--- src/rtl/sq_df_acc_mlane.sv ---
// rtl/sq_df_acc_mlane.sv - 4-stage multi-lane squared/absolute difference accumulator
// Beats flow S1 |a-b| -> S2 square/extend -> S3 masked lane sum -> S4 saturating accumulate.
module sq_df_acc_mlane #(
  parameter int DATA_WIDTH       = 16,
  parameter int DATA_WIDTH_MUL   = 32,
  parameter int DATA_WIDTH_ACC   = 40,
  parameter int LANES            = 4,
  parameter int HSI_LIBRARY_SIZE = 256,
  localparam int REF_W           = $clog2(HSI_LIBRARY_SIZE)
) (
  input  logic                          clk,
  input  logic                          rst_n,
  input  logic                          mode,
  input  logic                          initial_acc_en,
  input  logic [DATA_WIDTH_ACC-1:0]     initial_acc,
  input  logic                          data_in_valid,
  output logic                          data_in_ready,
  input  logic                          data_in_last,
  input  logic [REF_W-1:0]              data_in_ref,
  input  logic [LANES*DATA_WIDTH-1:0]   data_in_a,
  input  logic [LANES*DATA_WIDTH-1:0]   data_in_b,
  input  logic [LANES-1:0]              data_in_mask,
  output logic                          acc_valid,
  input  logic                          acc_ready,
  output logic [DATA_WIDTH_ACC-1:0]     acc_value,
  output logic                          acc_last,
  output logic [REF_W-1:0]              acc_ref,
  output logic                          acc_sat
);

  localparam int SUM_W = DATA_WIDTH_MUL + $clog2(LANES);
  localparam int EXT_W = ((DATA_WIDTH_ACC > SUM_W) ? DATA_WIDTH_ACC : SUM_W) + 1;
  // Sideband travelling with each beat: {seed_en, seed, last, ref}
  localparam int SB_W  = 1 + DATA_WIDTH_ACC + 1 + REF_W;

  logic advance;

  logic                                   s1_valid_q, s1_mode_q;
  logic [LANES-1:0]                       s1_mask_q;
  logic [SB_W-1:0]                        s1_side_q;
  logic [LANES-1:0][DATA_WIDTH-1:0]       s1_diff_q, s1_diff_d;

  logic                                   s2_valid_q;
  logic [LANES-1:0]                       s2_mask_q;
  logic [SB_W-1:0]                        s2_side_q;
  logic [LANES-1:0][DATA_WIDTH_MUL-1:0]   s2_term_q, s2_term_d;

  logic                                   s3_valid_q;
  logic [SB_W-1:0]                        s3_side_q;
  logic [SUM_W-1:0]                       s3_sum_q, s3_sum_d;

  logic                                   acc_valid_q, acc_last_q, acc_sat_q, acc_sat_d;
  logic [DATA_WIDTH_ACC-1:0]              acc_value_q, acc_value_d;
  logic [REF_W-1:0]                       acc_ref_q;

  logic                                   s3_seed_en, s3_last;
  logic [DATA_WIDTH_ACC-1:0]              s3_seed, base;
  logic [REF_W-1:0]                       s3_ref;
  logic [EXT_W-1:0]                       total;
  logic                                   overflow;

  // Single global enable: every stage moves together or all hold.
  assign advance       = !acc_valid_q || acc_ready;
  assign data_in_ready = advance;

  always_comb begin
    s1_diff_d = '0;
    for (int i = 0; i < LANES; i++) begin
      if (data_in_a[i*DATA_WIDTH +: DATA_WIDTH] >= data_in_b[i*DATA_WIDTH +: DATA_WIDTH])
        s1_diff_d[i] = data_in_a[i*DATA_WIDTH +: DATA_WIDTH] - data_in_b[i*DATA_WIDTH +: DATA_WIDTH];
      else
        s1_diff_d[i] = data_in_b[i*DATA_WIDTH +: DATA_WIDTH] - data_in_a[i*DATA_WIDTH +: DATA_WIDTH];
    end
  end

  always_comb begin
    s2_term_d = '0;
    for (int i = 0; i < LANES; i++) begin
      if (s1_mode_q)
        s2_term_d[i] = DATA_WIDTH_MUL'(s1_diff_q[i]);
      else
        s2_term_d[i] = DATA_WIDTH_MUL'(s1_diff_q[i]) * DATA_WIDTH_MUL'(s1_diff_q[i]);
    end
  end

  always_comb begin
    s3_sum_d = '0;
    for (int i = 0; i < LANES; i++) begin
      if (s2_mask_q[i])
        s3_sum_d = s3_sum_d + SUM_W'(s2_term_q[i]);
    end
  end

  assign {s3_seed_en, s3_seed, s3_last, s3_ref} = s3_side_q;

  // The output register doubles as the running sum; a closed vector restarts from zero.
  always_comb begin
    base        = s3_seed_en ? s3_seed : (acc_last_q ? '0 : acc_value_q);
    total       = EXT_W'(base) + EXT_W'(s3_sum_q);
    overflow    = |total[EXT_W-1:DATA_WIDTH_ACC];
    acc_value_d = overflow ? '1 : total[DATA_WIDTH_ACC-1:0];
    acc_sat_d   = overflow || (acc_sat_q && !acc_last_q);
  end

  always_ff @(posedge clk or negedge rst_n) begin
    if (!rst_n) begin
      s1_valid_q  <= 1'b0;
      s1_mode_q   <= 1'b0;
      s1_mask_q   <= '0;
      s1_side_q   <= '0;
      s1_diff_q   <= '0;
      s2_valid_q  <= 1'b0;
      s2_mask_q   <= '0;
      s2_side_q   <= '0;
      s2_term_q   <= '0;
      s3_valid_q  <= 1'b0;
      s3_side_q   <= '0;
      s3_sum_q    <= '0;
      acc_valid_q <= 1'b0;
      acc_value_q <= '0;
      acc_last_q  <= 1'b0;
      acc_ref_q   <= '0;
      acc_sat_q   <= 1'b0;
    end else if (advance) begin
      s1_valid_q  <= data_in_valid;
      s1_mode_q   <= mode;
      s1_mask_q   <= data_in_mask;
      s1_side_q   <= {initial_acc_en, initial_acc, data_in_last, data_in_ref};
      s1_diff_q   <= s1_diff_d;
      s2_valid_q  <= s1_valid_q;
      s2_mask_q   <= s1_mask_q;
      s2_side_q   <= s1_side_q;
      s2_term_q   <= s2_term_d;
      s3_valid_q  <= s2_valid_q;
      s3_side_q   <= s2_side_q;
      s3_sum_q    <= s3_sum_d;
      acc_valid_q <= s3_valid_q;
      if (s3_valid_q) begin
        acc_value_q <= acc_value_d;
        acc_last_q  <= s3_last;
        acc_ref_q   <= s3_ref;
        acc_sat_q   <= acc_sat_d;
      end
    end
  end

  assign acc_valid = acc_valid_q;
  assign acc_value = acc_value_q;
  assign acc_last  = acc_last_q;
  assign acc_ref   = acc_ref_q;
  assign acc_sat   = acc_sat_q;

endmodule

--- config.mk ---
export PLATFORM = sky130hd
export DESIGN_NAME = sq_df_acc_mlane
export DESIGN_NICKNAME = d
export VERILOG_FILES = /design/src/rtl/sq_df_acc_mlane.sv
export SDC_FILE = /design/constraint.sdc
export NUM_CORES = 2
export LEC_CHECK = 0
export ABC_CLOCK_PERIOD_IN_PS = 9000
export CAP_MARGIN = 10
export CORE_MARGIN = 5
export CORE_UTILIZATION = 65
export CTS_BUF_LIST = sky130_fd_sc_hd__clkbuf_8
export CTS_CLUSTER_SIZE = 14
export DETAILED_ROUTE_END_ITERATION = 10
export HOLD_SLACK_MARGIN = 0.1
export PLACE_DENSITY = 0.84
export SYNTH_ARGS = -nofsm -noshare
export SYNTH_HDL_FRONTEND = slang
export SYNTH_SLANG_ARGS = --single-unit
--- constraint.sdc ---
create_clock -name clk -period 9 [get_ports clk]
set_input_delay 1.35 -clock clk [delete_from_list [all_inputs] [get_ports clk]]
set_output_delay 1.35 -clock clk [all_outputs]
set_load 0.03 [all_outputs]
==> results.toml <==
[outcome]
status = "finished clean"

[flow_run]
cap_violations = 0

[clocking]
cts_max_level = 3
insertion_delay_ns = 0.73
numCtsBuffers = 80
cts-root-buf = "clkbuf_8"
cts_num_sinks = 439
cts_resized = 0
cts_buffer_depth = 3
cts_tree = "yes"
clkTransAtPathRegs_ns = 0.06
hold_buffers = 0
postCtsSetupRepairBufs = 0

[grt]
grt-ovfl-total = 0
grt_pass1_wl_um = 251600
antenna_found_initial = 3
track_usage = 0.3102
grt_max_degree = 199
grt_pass1_vias = 51090

[critical_path]
endpoint_kind = "register"
cpPeakStageDelay_ns = 0.74
worstSetupPathType = "register to register"
rr_worst_depth = 32
worst-r2r-setup-slack_ns = 1.30
path_max_fanout = 21
crit_top_cell = "a21oi_1"
cp.required_ns = 9.65
r2r_start = "s2_mask_q[0]"
cp.arrival_ns = 8.34
reg2reg_to = "s3_sum_q[30]"
critPathLaunchType = "register"
crit_slowest_cell = "dfrtp_1"

[finish]
final_common_cell = "inv_1"
drive_gt1_frac = 0.03518
fill_cells = 7072
nNetsFinal = 8636
regArea_um2 = 10990
syn_to_final_growth_pct = 8.234
multiInputGateArea_um2 = 43070
mostFrequentLayoutCells = "1183 x inv_1, 1105 x nand2_1, 668 x fa_1, 650 x ha_1, 454 x a21oi_1"

[die]
num_rows = 111
die-area_um2 = 97770
die_x_um = 312.7
core_um2 = 91250
dieHeight_um = 312.7
ioPinCount = 239
start_util = 0.6526

[worst_hold_path]
holdPathStages = 2
worstHoldStart = "s1_side_q[40]"
hold_class = "register to register"
holdPathEnd = "s2_side_q[40]"

[synth]
syn-num-nets = 8568
synth_area_leaders = "fa_1 22%, dfrtp_1 18%, ha_1 14%"
ys_warn_count = 0
synth_seq_cells = 439
synthDistinctLibCells = 98
synth_cells = 7063
yosysTopAreaCell = "fa_1"
synthArstFlopShare = 1.000
synth_edf_count = 0
synth_top_cell_area_share = 0.2246
synthFlopType = "dfrtp_1"
synth_area_um2 = 59550
avgSynthCellArea_um2 = 8.431
ys_seq_area_frac = 0.1845

[route]
antenna_left = 0
detail_route.first_pass.iterations = 6
vias_per_cell = 5.813
routed_wl_um = 150900
via_count = 48710
wl_per_cell_um = 18.01
drc = 0
drtIter0Drc = 3423

[sta]
rsz0062_at_grt = "no"
post-route-period-util = 0.8551
worstMarginPinSlew_ns = 1.199
fin_skew_ns = 0.03378
finalSetupTns_ns = 0
fin_crit_ns = 7.696
fmax_mhz = 129.9
relSlewSlack = 0.1996
hold_viol_final = 0
drv_slew = 0
setup_viol_count_final = 0

[placed_design]
gp_congestion = 0.9742
dp_hpwl_um = 117700
portBuffers = 238
## how the worst max path moves through the flow
stage                 start  slack, ns           end  depth (start not counted)
6_report       s2_mask_q[0]       1.30  s3_sum_q[30]                         32
5_1_grt        s2_mask_q[0]       0.64  s3_sum_q[30]                         35
4_1_cts        s2_mask_q[0]       1.42  s3_sum_q[30]                         32
3_5_place_dp   s2_mask_q[0]       1.45  s3_sum_q[30]                         32
3_3_place_gp   s2_mask_q[0]       1.63  s3_sum_q[30]                         32
2_1_floorplan  s2_mask_q[0]       2.04  s3_sum_q[33]                         37
## worst max-delay path, delay by kind of cell, from the launching register on
kind            cells  cell delay, ns
fa+ha+maj           4            1.36
mux                 1            0.31
buf+inv             1            0.06
xor+xnor            4            0.76
simple gates        6            1.09
flops               1            0.74
compound gates     16            3.32
## synth_stat cells, types with 58 or more instances
library cell / number
xnor2_1: 173
and2_1: 209
o21ai_0: 274
dfrtp_1: 439
fa_1: 668
nand3_1: 58
inv_1: 1174
nor2_1: 408
a21o_1: 183
clkbuf_1: 237
nand2_1: 1105
ha_1: 650
a21oi_1: 454
xor2_1: 135
## metal layers
| metal | track usage | up-vias | wire (µm) |
|---|---|---|---|
| li1 | - | 22900 | - |
| met2 | 0.5438 | 1581 | 74760 |
| met1 | 0.3920 | 23820 | 60970 |
| met4 | 0.1226 | 0 | 6452 |
| met3 | 0.04152 | 416 | 8724 |
| met5 | 0 | - | 0 |
## state kept, by name, indices dropped and copies added, names as in the netlist, 8 cells and up
signal	count
s2_term_q	128
acc_value	40
s3_sum_q	34
s1_diff_q	64
s1_side_q	50
acc_ref	8
s3_side_q	50
s2_side_q	50
## area by class of cell
type	instances	area share
clock inverters	44	0.007804
repair buffers	267	0.04081
diodes	3	0.0001165
well taps	1186	0.02302
inverters	1175	0.06855
multi-input cells	5168	0.6683
clock buffers	98	0.02093
flip-flops and latches	439	0.1705
## per-stage QoR
stage	utilization	setup WS, ns	instance area [µm²]	hold WS (ns)	instances
CTS	0.7063	1.416	64450	0.4607	8377
finish	0.7064	1.304	64450	0.4540	8380
detailed placement	0.6860	1.452	62590	0.4521	8235
floorplan	-	2.044	59550	0.4386	7063
global placement	0.6860	1.634	62590	0.4482	8235
global route	0.7063	0.6356	64450	0.4848	8379
## cell families after synthesis
group / synth area share
AND/OR/NAND/NOR: 0.1519
buffers and inverters: 0.09249
AO/OA/AOI/OAI: 0.1485
adder cells (fa/ha/maj): 0.3615
flip-flops: 0.1845
XOR/XNOR: 0.04530
multiplexers: 0.01588
Power is not shown: default switching activity piles up to over one toggle a cycle in this logic, so the estimate is an artifact.
